**src/rtl/brc_seq.sv**
```systemverilog
// rtl/brc_seq.sv - multi-cycle MSB-first chunked branch comparator with valid/ready handshake
module brc_seq #(
    parameter int XLEN  = 32,
    parameter int CHUNK = 8
) (
    input  logic             i_clk,
    input  logic             i_rst,
    input  logic             i_valid,
    output logic             o_ready,
    input  logic [XLEN-1:0]  i_rs1_data,
    input  logic [XLEN-1:0]  i_rs2_data,
    input  logic [2:0]       i_br_op,
    output logic             o_valid,
    input  logic             i_ready,
    output logic             o_br_less,
    output logic             o_br_equal,
    output logic             o_br_taken
);
    localparam int N  = XLEN / CHUNK;
    localparam int KW = (N > 1) ? $clog2(N) : 1;

    typedef enum logic [1:0] {IDLE, BUSY, DONE} state_t;

    state_t            state_q;
    logic [KW-1:0]     k_q;
    logic [XLEN-1:0]   a_q, b_q;
    logic [2:0]        op_q;
    logic              decided_q, lt_q;

    logic [CHUNK-1:0]  a_k, b_k;
    logic              uns;
    logic              decided_d, lt_d, taken_d;

    always_comb begin
        uns = op_q[2] & op_q[1];
        a_k = a_q[int'(k_q) * CHUNK +: CHUNK];
        b_k = b_q[int'(k_q) * CHUNK +: CHUNK];
        // Flipping the sign bit maps two's-complement order onto unsigned order.
        if (!uns && (k_q == KW'(N - 1))) begin
            a_k[CHUNK-1] = ~a_k[CHUNK-1];
            b_k[CHUNK-1] = ~b_k[CHUNK-1];
        end
        decided_d = decided_q;
        lt_d      = lt_q;
        if (!decided_q && (a_k != b_k)) begin
            decided_d = 1'b1;
            lt_d      = (a_k < b_k);
        end
        case (op_q)
            3'b000:         taken_d = ~decided_d;
            3'b001:         taken_d = decided_d;
            3'b100, 3'b110: taken_d = lt_d;
            3'b101, 3'b111: taken_d = ~lt_d;
            default:        taken_d = 1'b0;
        endcase
    end

    always_ff @(posedge i_clk) begin
        if (i_rst) begin
            state_q    <= IDLE;
            k_q        <= '0;
            decided_q  <= 1'b0;
            lt_q       <= 1'b0;
            o_br_less  <= 1'b0;
            o_br_equal <= 1'b0;
            o_br_taken <= 1'b0;
        end else begin
            case (state_q)
                IDLE: begin
                    if (i_valid) begin
                        a_q       <= i_rs1_data;
                        b_q       <= i_rs2_data;
                        op_q      <= i_br_op;
                        decided_q <= 1'b0;
                        lt_q      <= 1'b0;
                        k_q       <= KW'(N - 1);
                        state_q   <= BUSY;
                    end
                end
                BUSY: begin
                    decided_q <= decided_d;
                    lt_q      <= lt_d;
                    if (k_q == '0) begin
                        o_br_less  <= lt_d;
                        o_br_equal <= ~decided_d;
                        o_br_taken <= taken_d;
                        state_q    <= DONE;
                    end else begin
                        k_q <= k_q - 1'b1;
                    end
                end
                DONE: begin
                    if (i_ready) begin
                        state_q <= IDLE;
                    end
                end
                default: state_q <= IDLE;
            endcase
        end
    end

    assign o_ready = (state_q == IDLE);
    assign o_valid = (state_q == DONE);
endmodule
```
**config.mk**
```make
export PLATFORM = sky130hd
export DESIGN_NAME = brc_seq
export DESIGN_NICKNAME = d
export VERILOG_FILES = /design/src/rtl/brc_seq.sv
export SDC_FILE = /design/constraint.sdc
export NUM_CORES = 1
export LEC_CHECK = 0
export CORE_MARGIN = 2
export CORE_UTILIZATION = 51
export CTS_BUF_LIST = sky130_fd_sc_hd__clkbuf_8
export CTS_CLUSTER_SIZE = 25
export DETAILED_ROUTE_END_ITERATION = 8
export GPL_TIMING_DRIVEN = 0
export PLACE_DENSITY_LB_ADDON = 0.3
export SETUP_SLACK_MARGIN = 0.02
export SYNTH_ARGS = -nofsm -noshare
export SYNTH_HDL_FRONTEND = slang
export SYNTH_SLANG_ARGS = --single-unit
```
**constraint.sdc**
```tcl
create_clock -name i_clk -period 8.3 [get_ports i_clk]
set_clock_uncertainty 0.2 [all_clocks]
set_input_delay 1.66 -clock i_clk [delete_from_list [all_inputs] [get_ports i_clk]]
set_output_delay 1.66 -clock i_clk [all_outputs]
set_load 0.005 [all_outputs]
```
### Word-level counts from Yosys, hierarchy flattened

Index checks and enable logic that the tools add are counted.

| word-level totals | value |
|---|---|
| output and inout bits | 5 |
| flip-flop bits (word level) | 76 |
| word-level logic and storage cells | 63 |
| input port bits | 71 |

| cells by class | value |
|---|---|
| shift operators | 2 |
| eq/ne operators | 13 |
| $add $sub $neg | 1 |
| magnitude comparators | 1 |
| reductions and logical operators | 15 |
| bitwise gates (word level) | 6 |
| multiplexer cells | 15 |

Operator list:

| cell | count |
|---|---|
| 32-bit by 6-bit indexed part select with 8-bit output | 2 |
| 3-bit == test (second input constant) | 4 |
| 2-bit two-way mux | 5 |
| 3-bit AND reduction | 3 |
| 8-bit < comparator | 1 |
| 8-bit != test | 1 |
| 2-bit != test (second input constant) | 3 |
| 2-bit case mux with 3 select lines | 1 |
| 1-bit two-way mux | 5 |
| 1-bit inverter | 5 |
| 2-bit == test (second input constant) | 2 |
| 2-bit logical NOT | 2 |
| 1-bit case mux with 2 select lines | 2 |
| 1-bit case mux with 4 select lines | 1 |
| 2-bit case mux with 2 select lines | 1 |
| 2-bit AND reduction | 2 |
| 2-bit OR reduction | 2 |
| 3-bit by 1-bit == test with 1-bit output (second input constant) | 1 |
| 3-bit logical NOT | 1 |
| 2-bit by 1-bit == test with 1-bit output (second input constant) | 1 |
| 1-bit logical AND | 2 |
| 1-bit logical NOT | 2 |
| 2-bit by 1-bit != test with 1-bit output (second input constant) | 1 |
| 2-bit nonzero test | 1 |
| other kinds (2) | 2 |

### Depth between registers and ports, before layout

Gate-level depths: netlist (run 1).

| depth | value |
|---|---|
| depth after elaboration | 9 |
| gate-level depth with buffers | 10 |
| gate-level depth less buffers | 9 |

### Least setup slack after synthesis (run 1)

No wires, ideal clock.

| timing | value |
|---|---|
| kind | input -> register |
| start point | input port i_rst |
| end point | register a_q[0] (enable) |
| stages | 2 |
| arrival | 6470 ps |
| path slack | 1055 ps |
| required time | 7526 ps |
| buffers on the path | 1 |
| library setup time | 574 ps |
| cell sequence | clkbuf_1 -> nor3_1 |

| between the ends | value |
|---|---|
| cells in the longest elaborated chain, start to end | 2 |

RTL lines:

| item | line | RTL |
|---|---|---|
| start, declared | 7 | `input logic i_rst,` |
| 1-bit inverter (no line) | n/a |  |
| 3-bit AND reduction (no line) | n/a |  |
| end signal, assigned | 71 | `a_q <= i_rs1_data;` |
| end, declared | 26 | `logic [XLEN-1:0] a_q, b_q;` |

Every way passes these cells.
A chain may end at the register's enable or synchronous reset.

### Final worst setup path (run 1)

| timing | value |
|---|---|
| start point | input port i_valid |
| end point | register b_q[3] (enable) |

| between the ends | value |
|---|---|
| cells in the longest elaborated chain, start to end | 1 |

RTL lines:

| item | line | RTL |
|---|---|---|
| start, declared | 8 | `input logic i_valid,` |
| 3-bit AND reduction (no line) | n/a |  |
| end signal, assigned | 72 | `b_q <= i_rs2_data;` |
| end, declared | 26 |  |

Every way passes these cells.

==> results_dict.tcl, run 1 <==
set metrics [dict create \
    status "finished clean" \
    ys_warn_count 0 \
    path_clk_slew_ns 0.08 \
    synth_nets 266 \
    worstRegToRegCells 9 \
    antenna_found_initial 0 \
    clockBufferDepth 2 \
    drv_slew 0 \
    crit_family "buffers and inverters" \
    crit_type "in -> reg" \
    netSwitchingPower_uw 211.7 \
    p_leak_nw 1.481 \
    crit_start "i_valid" \
    synthXorXnorAreaFrac_pct 0.5542 \
    cts_resized 0 \
    fill_cells 416 \
    utilization_pct 71.45 \
    die_x_um 82.72 \
    rsz0062_at_grt "no" \
    fin_area_um2 4255 \
    critPathBufInv 4 \
    clkSinkCount 76 \
    via_per_inst 5.315 \
    crit_path_max_fanout 13 \
    htree_num_levels 3 \
    required_ns 8.16 \
    clockPowerShare_pct 31.7 \
    max-cap-violations 0 \
    fin_crit_ns 3.818 \
    post_dp_cell_area_um2 4056 \
    ys_types 40 \
    place_congestion 0.8743 \
    synth_seq_cells 76 \
    post-dp-hpwl_um 4274 \
    cp-endpoint "b_q[3]" \
    nets 356 \
    intPower_uw 665.2 \
    drive_gt1_share_pct 15.71 \
    synthAdderAreaFrac_pct 3.959 \
    grt_pass1_wl_um 8811 \
    cpMaxStageDelayCell "nor3_2" \
    antenna_left 0 \
    holdCritPathClass "reg -> reg" \
    netlist_area_um2 3161 \
    pre_cts_slack_ns 4.088 \
    clk_latency_ns 0.34 \
    fin_crit_sh_pct 46.00 \
    drt-pass1-iter-count 4 \
    numCtsBuffers 9 \
    syn-instance-count 185 \
    die_h_um 82.72 \
    p_sw_share_pct 24.14 \
    synth_top_family_by_area "multiplexers" \
    ys_seq_area_share_pct 69.36 \
    slowest_delay_ns 0.77 \
    gr-usage-all-layers_pct 18.37 \
    cts_tree "yes" \
    critPathCaptureType "flop" \
    timing.critical_path.cells "clkdlybuf4s50_1, nand2b_1, nor3_2, buf_6, buf_8, buf_6" \
    die-area_um2 6843 \
    p_comb_share_pct 17.3 \
    pwr-share-seq_pct 51.0 \
    vias 1887 \
    placedCellCount 339 \
    r2r-start "k_q[1]" \
    syn_avg_cell_area_um2 17.08 \
    clock-root-buffer "clkbuf_8" \
    startpoint_type "primary input" \
    hold_viol 0 \
    rrSetupSlack_ns 5.12 \
    drc 0 \
    synth_mux_area_share_pct 12.23 \
    finalPower_uw 876.9 \
    cp_common_cell "buf_6" \
    synth_simple_gate_area_share_pct 6.730 \
    cts_hold_buf 0 \
    overflow 0 \
    io_pins 76 \
    area_delta_synth_final_pct 34.64 \
    relSlewSlack_pct 32.11 \
    port_buffers 74 \
    arrival_ns 3.67 \
    hold_ws_ns 0.3011 \
    grt_pass1_vias 1885 \
    worst_slew_pin_slew_ns 1.013 \
    postCtsSetupBuffers 0 \
    wl_per_cell_um 16.12 \
    synth-compound-area-share_pct 4.592 \
    finalSetupTns_ns 0 \
    drt_iter0_markers 80 \
    reg2reg_to "o_br_taken" \
    setup_ws_ns 4.482 \
    ir_drop_mv 0.1353 \
    setup_violations 0 \
    fin_cells 355 \
    grt_max_degree 15 \
    rows 28 \
    totalWireLength_um 5722 \
    multi_input_area_um2 892.1 \
    core-area_um2 5956 \
    ff_latch_area_um2 2192 \
    cp.depth 6 \
    pwr_density_cell_nw_per_um2 206.1 \
    n_antenna_cell 0 \
    fmax_ghz 0.2619 \
    start_util_pct 53.07 \
]
worst min-delay path, cell delays in order (launching register included):
cell     delay [ns]
dfxtp_1        0.33
a21oi_1        0.06
nor2_1         0.07
how the worst min path moves through the flow:
| stage | start | to | slack (ns) | cells after the start |
|---|---|---|---|---|
| finish | o_br_equal | o_br_equal | 0.30 | 2 |
| CTS | o_br_equal | o_br_equal | 0.31 | 2 |
| global placement | o_br_equal | o_br_equal | 0.27 | 2 |
| global route | o_br_equal | o_br_equal | 0.36 | 2 |
| detailed placement | o_br_equal | o_br_equal | 0.29 | 2 |
| floorplan | o_br_equal | o_br_equal | 0.28 | 2 |
registers in the layout, summed over array words and instances (netlist names):
register    cells
lt_q            1
o_br_less       1
b_q            32
decided_q       1
o_br_equal      1
k_q             2
state_q         2
o_br_taken      1
op_q            3
a_q            32
cells in the mapped netlist:
cell type / number / area, um2
mux4_2: 16 / 360.4
and2_1: 1 / 6.260
ha_1: 10 / 125.1
nor3b_1: 1 / 7.510
nor2b_1: 2 / 12.51
nor4bb_1: 1 / 10.01
buf_4: 1 / 7.510
buf_2: 2 / 10.01
a221oi_1: 1 / 8.760
o21a_1: 1 / 7.510
nand4_1: 3 / 18.77
o31a_1: 1 / 8.760
a21oi_1: 9 / 45.04
o211ai_1: 1 / 7.510
clkbuf_1: 3 / 11.26
a21boi_0: 1 / 7.510
o2111a_1: 1 / 11.26
o21ai_0: 5 / 25.02
edfxtp_1: 67 / 2012
or2b_1: 2 / 15.01
xor2_1: 1 / 8.760
dfxtp_1: 9 / 180.2
mux2_4: 1 / 15.01
inv_1: 11 / 41.29
nor4_1: 2 / 12.51
nor2_1: 11 / 41.29
buf_6: 1 / 11.26
nand3b_1: 1 / 7.510
nand3_1: 2 / 10.01
mux2_2: 1 / 11.26
a211oi_1: 1 / 7.510
nand2_1: 3 / 11.26
nor3_1: 4 / 20.02
and2b_1: 1 / 7.510
and3b_4: 1 / 12.51
or4_1: 1 / 7.510
a211o_1: 1 / 8.760
nand2b_1: 2 / 12.51
xnor2_1: 1 / 8.760
a21o_1: 1 / 7.510
cells by family after synthesis:
family | after synthesis
buf+inv | 18
simple gates | 38
compound gates | 23
mux | 18
fa+ha+maj | 10
flops | 76
xor+xnor | 2
cell usage in the layout (no fill, tap or decap), drive strengths merged, types with 2 or more instances in the layout:
master,Yosys,routed
nand2b,2,2
nor4,2,2
nand2,3,3
nor2,11,11
edfxtp,67,67
buf,4,9
nor2b,2,2
clkdlybuf4s50,0,74
o21ai,5,5
mux2,2,2
clkinv,0,2
inv,11,13
clkbuf,3,12
ha,10,10
a21oi,9,9
mux4,16,16
dfxtp,9,9
nand4,3,3
or2b,2,2
nor3,4,4
nand3,2,2
clkinvlp,0,2
power by group through the flow:
stage / registers (mW) / clock network [mW] / logic, mW
detailed placement: 0.456 / 0 / 0.153
global placement: 0.459 / 0 / 0.146
global route: 0.449 / 0.303 / 0.169
floorplan: 0.457 / 0 / 0.0895
CTS: 0.447 / 0.286 / 0.154
finish: 0.447 / 0.278 / 0.152
routing by layer:
layer,part of all wire (%),routed length [um],track usage (%),vias up
li1,-,-,-,904
met1,42,2375,22.47,913
met2,51,2946,30.65,61
met3,5.6,322,5.870,9
met4,1.4,78,6.885,0
met5,0,0,0,-
area by class of cell:
cell class | instances | area share, %
Clock buffer | 9 | 2.911
Inverter | 11 | 0.9703
Tap cell | 75 | 2.205
Multi-Input combinational cell | 91 | 20.96
Buffer | 7 | 0.9409
Timing Repair Buffer | 79 | 18.73
Sequential cell | 76 | 51.51
Clock inverter | 7 | 1.764
Power figures use the tool's default switching activity.
==> inputs of run 2 (changes only) <==
--- a/config.mk
+++ b/config.mk
@@ -6,7 +6,7 @@
 export NUM_CORES = 1
 export LEC_CHECK = 0
 export CORE_MARGIN = 2
-export CORE_UTILIZATION = 51
+export CORE_UTILIZATION = 46
 export CTS_BUF_LIST = sky130_fd_sc_hd__clkbuf_8
 export CTS_CLUSTER_SIZE = 25
 export DETAILED_ROUTE_END_ITERATION = 8
==> constraint.sdc (replaced) <==
create_clock -name i_clk -period 3.35 [get_ports i_clk]
set_clock_uncertainty 0.2 [all_clocks]
set_input_delay 0.67 -clock i_clk [delete_from_list [all_inputs] [get_ports i_clk]]
set_output_delay 0.67 -clock i_clk [all_outputs]
set_load 0.005 [all_outputs]
==> results_dict.tcl, run 2 (same netlist as run 1, synthesis figures left out) <==
set metrics [dict create \
    status "finished clean" \
    fill_cells 512 \
    rsz0062_at_grt "no" \
    io_pins 76 \
    r2r-start "k_q[0]" \
    clk_latency_ns 0.34 \
    post_dp_cell_area_um2 4083 \
    layout_commonest_cell "clkdlybuf4s50_1" \
    die_x_um 86.89 \
    fin_crit_sh_pct 92.35 \
    start_util_pct 47.04 \
    grt_max_degree 24 \
    drc 0 \
    cts_tree "yes" \
    arrival_ns 3.12 \
    setup_violations 0 \
    pre_cts_slack_ns 0.06861 \
    crit_start "k_q[0]" \
    area_delta_synth_final_pct 34.28 \
    cts_hold_buf 0 \
    antenna_found_initial 0 \
    port_buffers 74 \
    holdCritPathClass "reg -> reg" \
    setup_ws_ns 0.2563 \
    hold_ws_ns 0.2941 \
    placedCellCount 342 \
    core-area_um2 6719 \
    pwr_density_cell_nw_per_um2 483.0 \
    crit_path_max_fanout 10 \
    max-cap-violations 0 \
    wl_per_cell_um 16.30 \
    final_cell_mix "74 x clkdlybuf4s50_1, 67 x edfxtp_1, 16 x mux4_2" \
    die_h_um 86.89 \
    drv_slew 0 \
    clkSinkCount 76 \
    nets 354 \
    via_per_inst 5.303 \
    finalSetupTns_ns 0 \
    drive_gt1_share_pct 15.22 \
    vias 1888 \
    required_ns 3.38 \
    numCtsBuffers 9 \
    worst_slew_pin_slew_ns 0.4643 \
    overflow 0 \
    ir_drop_mv 0.2330 \
    post-dp-hpwl_um 4297 \
    startpoint_type "flop" \
    crit_type "reg -> reg" \
    fin_area_um2 4244 \
    htree_num_levels 3 \
    min_from "o_br_equal" \
    clock-root-buffer "clkbuf_8" \
    p_leak_nw 1.477 \
    hold_viol 0 \
    clockBufferDepth 2 \
    gr-usage-all-layers_pct 16.79 \
    relSlewSlack_pct 69.04 \
    die-area_um2 7550 \
    fin_cells 356 \
    drt_iter0_markers 121 \
    fmax_ghz 0.3232 \
    path_clk_slew_ns 0.07 \
    grt_pass1_vias 1963 \
    place_congestion 0.7618 \
    grt_pass1_wl_um 9294 \
    antenna_left 0 \
    fin_crit_ns 3.094 \
    n_antenna_cell 0 \
    totalWireLength_um 5802 \
    critPathCaptureType "flop" \
    reg_top3 "a_q (32), b_q (32), op_q (3)" \
    rows 30 \
    drt-pass1-iter-count 6 \
]
run 2: cell types whose count changed in the layout (fill, tap and decap cells not counted), sizes merged:
| cell | delta |
|---|---|
| bufinv | -1 |
| clkinvlp | -2 |
| clkbuf | +1 |
| clkinv | +2 |
| inv | -1 |
| buf | -3 |
run 2: final cells by class:
class / instances / area, um2 / area share [%]
inverter: 11 / 41.29 / 0.9729
tap: 80 / 100.1 / 2.358
sequential: 76 / 2192 / 51.65
buffer: 7 / 47.55 / 1.120
timing repair buffer: 77 / 810.8 / 19.10
clock inverter: 5 / 22.52 / 0.5307
clock buffer: 9 / 123.9 / 2.919
multi-input combinational: 91 / 905.9 / 21.34
run 2: metal layers:
| layer | global-route usage, % | wire [um] |
|---|---|---|
| met1 | 21.27 | 2504 |
| met3 | 4.645 | 272 |
| met5 | 0 | 0 |
| met4 | 8.097 | 61 |
| met2 | 26.79 | 2964 |
run 2: stage by stage:
step | total power [mW] | util (%)
after floorplan | 1.349 | -
after global placement | 1.497 | 59.72
after detailed placement | 1.516 | 60.76
after CTS | 2.062 | 62.94
after global routing | 2.143 | 63.17
final | 2.050 | 63.17
run 2: path summary, 6_finish.rpt:
| check | end | slack [ns] | cells past startpoint |
|---|---|---|---|
| worst min-delay path | o_br_equal | 0.29 | 2 |
| worst min register to register | o_br_equal | 0.29 | 2 |
| worst max-delay path | o_br_taken | 0.26 | 9 |
| worst max register to register | o_br_taken | 0.26 | 9 |
run 2: worst max-delay path, stage by stage, from the launching register on:
cell and delay, ns:
dfxtp_1 0.33, clkbuf_4 0.28, buf_6 0.21, mux4_2 0.52, ha_1 0.33, nand4_1 0.26, o2111a_1 0.33, o31a_1 0.30
a21oi_1 0.13, nand3_1 0.09
run 2: repair_timing:
item / in CTS / in global routing
gates resized for setup: 0 / 6
buffers inserted: 0 / 0
setup endpoints to repair: 0 / 2
run 2: report_power, final:
group	switching, mW	leakage [nW]	total (mW)	internal [mW]
Clock	0.301	0.0833	0.552	0.251
Sequential	0.0174	0.696	1.11	1.09
Combinational	0.172	0.698	0.390	0.218
==> edit 1 (config.mk and constraints of run 1) <==
Change the parameter `XLEN` from 32 to 64.
--- a/src/rtl/brc_seq.sv
+++ b/src/rtl/brc_seq.sv
@@ -2,3 +2,3 @@
 module brc_seq #(
-    parameter int XLEN  = 32,
+    parameter int XLEN  = 64,
     parameter int CHUNK = 8
Ports: changed (resized i_rs1_data and i_rs2_data); port bits go from 76 to 140. No check against the original RTL was run, so the function may have changed too.
==> edit 1 against run 1 <==
Count of clock-buffer cells in the layout is 8 higher; worst hold slack worse by 17 ps; total power grew 92%; setup slack got worse by 68 ps; sequential cell count increased by 65; wire length grew 100%; design area rose by 84%; area after synthesis rose by 82%; sequential share of layout area grew 1.3 points; sequential power is 87% higher; first-iteration DRC count grew to 2.8 times the old value; utilization increased by 0.37 points; non-clock buffer count is 70 higher; synthesized cell count grew 61%.
==> edit 1: results (changes against run 1) <==
status: "finished clean"
path_clk_slew_ps: 80  # about the same
cts_buffers: 17  # +8
path_max_fanout: 39  # +26
grt_pass1_vias: 3371  # +79%
insertion_delay_ps: 430  # +90 ps
ir_drop_mv: 0.126  # -7.1%
slowest_delay_ps: 600  # -170 ps
leakagePower_nw: 2.73  # +84%
grt_max_degree: 40  # +25
synth.distinct_cells: 41  # +2.5%
cts.path.max_buffers: 2  # unchanged
ctsResizeCount: 0  # unchanged
fin_nets: 605  # +70%
drt-initial-drc-count: 223  # +180%
grt_pass1_wl_mm: 17.2  # +95%
worstPathArrival_ps: 3800  # +130 ps
via_per_inst: 5.33  # +0.37%
ys_seq_area_share_pct: 72.0  # +2.7 points
num-fill-cells: 709  # +70%
ant_nets: 0  # unchanged
crit_slowest_cell: "nor2_4"
synth_area_leaders: "edfxtp_1 (69%), mux4_1 (7.8%), mux4_2 (5.9%), dfxtp_1 (3.5%), ha_1 (2.4%)"
htree_levels: 4  # +1
drive_above_1_share_pct: 13.8  # -1.9 points
grt.total_usage_pct: 20.1  # +1.8 points
synth-edff-count: 131  # +96%
dpl.hpwl_mm: 8.31  # +94%
worst_pin_slew_ps: 747  # -266 ps
port_buffers: 139  # +88%
synth_common_cells: "edfxtp_1 (131), nand2_1 (25), mux4_1 (17)"
routabilityCongestion: 0.781  # -11%
routedWlPerCell_um: 18.7  # +16%
reg.largest.list: "a_q: 64 flops, b_q: 64 flops"
syn_nets: 443  # +67%
reg2reg_slack_ps: 5070  # -50 ps
-- edit 1: path summary, 6_finish.rpt --
check	from	end	cells after the start
max	i_valid	a_q[21]$_DFFE_PP_	5
min	lt_q$_SDFFE_PP0P_	lt_q$_SDFFE_PP0P_	2
max reg2reg	k_q[1]$_SDFFE_PP0P_	lt_q$_SDFFE_PP0P_	10
min reg2reg	lt_q$_SDFFE_PP0P_	lt_q$_SDFFE_PP0P_	2
-- edit 1: cell families (layout without fill, tap and decap cells) --
family          count (synthesis)  count (layout)  share of synthesized area [%]
fa+ha+maj                      11              11                           2.40
simple gates                   57              57                           4.86
mux                            41              41                           15.2
flops                         141             141                           72.0
compound gates                 25              25                           2.77
buf+inv                        19             194                           2.22
xor+xnor                        3               3                          0.458
-- edit 1: per-layer routing --
| layer | up-vias | wire length [µm] | part of all wire (%) | track usage (%) |
|---|---|---|---|---|
| li1 | 1532 | - | - | - |
| met1 | 1604 | 4430 | 39 | 24.1 |
| met2 | 109 | 6190 | 54 | 35.0 |
| met3 | 20 | 581 | 5.1 | 4.70 |
| met4 | 0 | 262 | 2.3 | 8.59 |
| met5 | - | 0 | 0 | 0 |
-- edit 1: layout make-up --
class,count,share of cell area (%)
clock inverter,15,2.19
sequential,141,52.9
inverter,6,0.288
buffer,13,1.34
clock buffer,17,2.99
timing repair buffer,143,19.1
tap,140,2.24
multi-input combinational,137,19.0
-- edit 1: stage by stage --
step	instances	area [µm²]	setup WS [ps]	hold WS (ps)
global route	612	7820	4330	317
finish	612	7820	4410	284
detailed placement	580	7410	3960	274
global placement	576	7310	591	272
CTS	612	7820	4420	285
floorplan	297	5740	2110	254
-- edit 1: power by group --
group	switching [mW]	internal (mW)	leakage (nW)
clock	0.259	0.296	0.191
sequential	0.0121	0.823	1.30
combinational	0.131	0.163	1.24
total	0.402	1.28	2.73
-- edit 1: worst max-delay path, delay by kind of cell --
kind / cells / cell delay [ps]
and+or+nand+nor: 2 / 1110
buffers and inverters: 3 / 990
==> edit 2 (flow settings as in run 1) <==
Without the edit above. The 3 states of `state_t` get a one-hot encoding in 3 bits.
--- a/src/rtl/brc_seq.sv
+++ b/src/rtl/brc_seq.sv
@@ -21,3 +21,3 @@
 
-    typedef enum logic [1:0] {IDLE, BUSY, DONE} state_t;
+    typedef enum logic [2:0] {IDLE = 3'b001, BUSY = 3'b010, DONE = 3'b100} state_t;
 
Function: same outputs for any inputs over 10 cycles, from zero or initial values and one cycle with i_rst high; not proved beyond that.
==> edit 2 against run 1 <==
Register-to-register slack got worse by 170 ps; global-route usage increased by 0.19 points; total power decreased by 4.9%; critical path depth decreased by 2; highest routed layer unchanged; utilization decreased by 1.0 points; setup slack improved by 190 ps; area after synthesis decreased by 0.55%; wire length decreased by 4.1%; sequential cell count increased by 1; critical path type unchanged; design area decreased by 1.4%; first-iteration DRC count increased by 15%.
==> edit 2: results (changes against run 1) <==
r2r_end: "o_br_taken$_SDFFE_PP0P_"
vias: 1800  # -4.6%
syn_avg_cell_area_um2: 17.3  # +1.1%
reg.largest.list: "a_q: 32 flops, b_q: 32 flops"
synth_async_sr_flop_share_pct: 0  # unchanged
port_buffers: 75  # +1.4%
status: "finished clean"
slowest_delay_ps: 790  # +20 ps
hold_end: "lt_q$_SDFFE_PP0P_"
placed_area_mm2: 0.00402  # -1.0%
leakagePower_nw: 1.45  # -1.8%
grt.total_usage_pct: 18.6  # +0.19 points
drt-initial-drc-count: 92  # +15%
post-place-ws_ps: 4290  # +206 ps
hp-start: "lt_q$_SDFFE_PP0P_"
grt_pass1_vias: 1904  # +1.0%
antenna_found_initial: 0  # unchanged
routabilityCongestion: 0.756  # -14%
synth_area_leaders: "edfxtp_1 (64%), mux4_2 (11%), dfxtp_1 (6.4%), ha_1 (4.0%), nor2_1 (1.6%)"
ys_seq_area_share_pct: 70.4  # +1.0 points
slew-limit-headroom_pct: 37.7  # +5.5 points
critPathTopFamily: "buffers and inverters"
firstDrtPassIters: 4  # unchanged
fin_nets: 350  # -1.7%
synth.mux.area_fraction_pct: 11.5  # -0.77 points
syn_nets: 263  # -1.1%
path_max_fanout: 35  # +22
grt_max_degree: 36  # +21
root_buffer: "clkbuf_8"
synth_common_cells: "edfxtp_1 (67), mux4_2 (16), nor2_1 (13)"
crit_slowest_cell: "nor2_4"
synth_xor_area_share_pct: 0.836  # +0.28 points
path_clk_slew_ps: 70
synth.distinct_cells: 34  # -15%
routed_wl_mm: 5.49  # -4.1%
crit-reg2reg-launch: "k_q[0]$_SDFFE_PP0P_"
synth_compound_area_share_pct: 5.18  # +0.58 points
fin_ws_ps: 4680  # +194 ps
ff2ff_path_depth: 10  # +1
hold_depth: 2  # unchanged
drive_above_1_share_pct: 14.3  # -1.4 points
post_cts_buffers: 0  # unchanged
p_int_mw: 0.646  # -2.9%
dpl.hpwl_mm: 3.95  # -7.7%
worstPathArrival_ps: 3460  # -210 ps
routedWlPerCell_um: 15.8  # -2.1%
hold_slack_ps: 296  # -5.17 ps
dp_cells: 333  # -1.8%
ir_drop_mv: 0.127  # -6.2%
synthAdderAreaFrac_pct: 3.98  # +0.022 points
grt_pass1_wl_mm: 8.82  # about the same
reg2reg_slack_ps: 4950  # -170 ps
-- edit 2: power groups by stage --
stage	Combinational (mW)	Sequential [mW]	Clock, mW
final	0.126	0.447	0.261
after global routing	0.141	0.448	0.283
after CTS	0.128	0.447	0.266
after detailed placement	0.127	0.456	0
after global placement	0.124	0.457	0
after floorplan	0.0745	0.455	0
-- edit 2: worst reg2reg max path, delay by kind of cell, from the launching register on --
family	cells	cell delay (ps)
AO/OA/AOI/OAI	1	70
adder cells (fa/ha/maj)	1	320
buffers and inverters	2	700
flip-flops	1	330
multiplexers	1	550
AND/OR/NAND/NOR	5	1060
-- edit 2: how the worst max path moves through the flow --
| stage | cells past startpoint | start | endpoint |
|---|---|---|---|
| 6_report | 4 | i_rst | b_q[17]$_DFFE_PP_ |
| 5_1_grt | 4 | i_rst | b_q[15]$_DFFE_PP_ |
| 4_1_cts | 4 | i_rst | b_q[25]$_DFFE_PP_ |
| 3_5_place_dp | 4 | i_rst | b_q[19]$_DFFE_PP_ |
| 3_3_place_gp | 3 | i_rst | b_q[2]$_DFFE_PP_ |
| 2_1_floorplan | 2 | i_rst | a_q[0]$_DFFE_PP_ |
-- edit 2: cell type report --
type | instances | area, µm²
Sequential cell | 77 | 2210
Clock buffer | 9 | 124
Timing Repair Buffer | 76 | 771
Multi-Input combinational cell | 88 | 871
Inverter | 12 | 45.0
Tap cell | 75 | 93.8
Buffer | 5 | 22.5
Clock inverter | 6 | 55.1
Fill cell | 415 | 1760
-- edit 2: per-layer routing --
layer | routed length (µm) | part of all wire, % | global-route usage [%]
met3 | 273 | 5.0 | 4.46
met1 | 2280 | 42 | 21.9
met4 | 47 | 0.86 | 10.0
met5 | 0 | 0 | 0
met2 | 2880 | 53 | 31.5
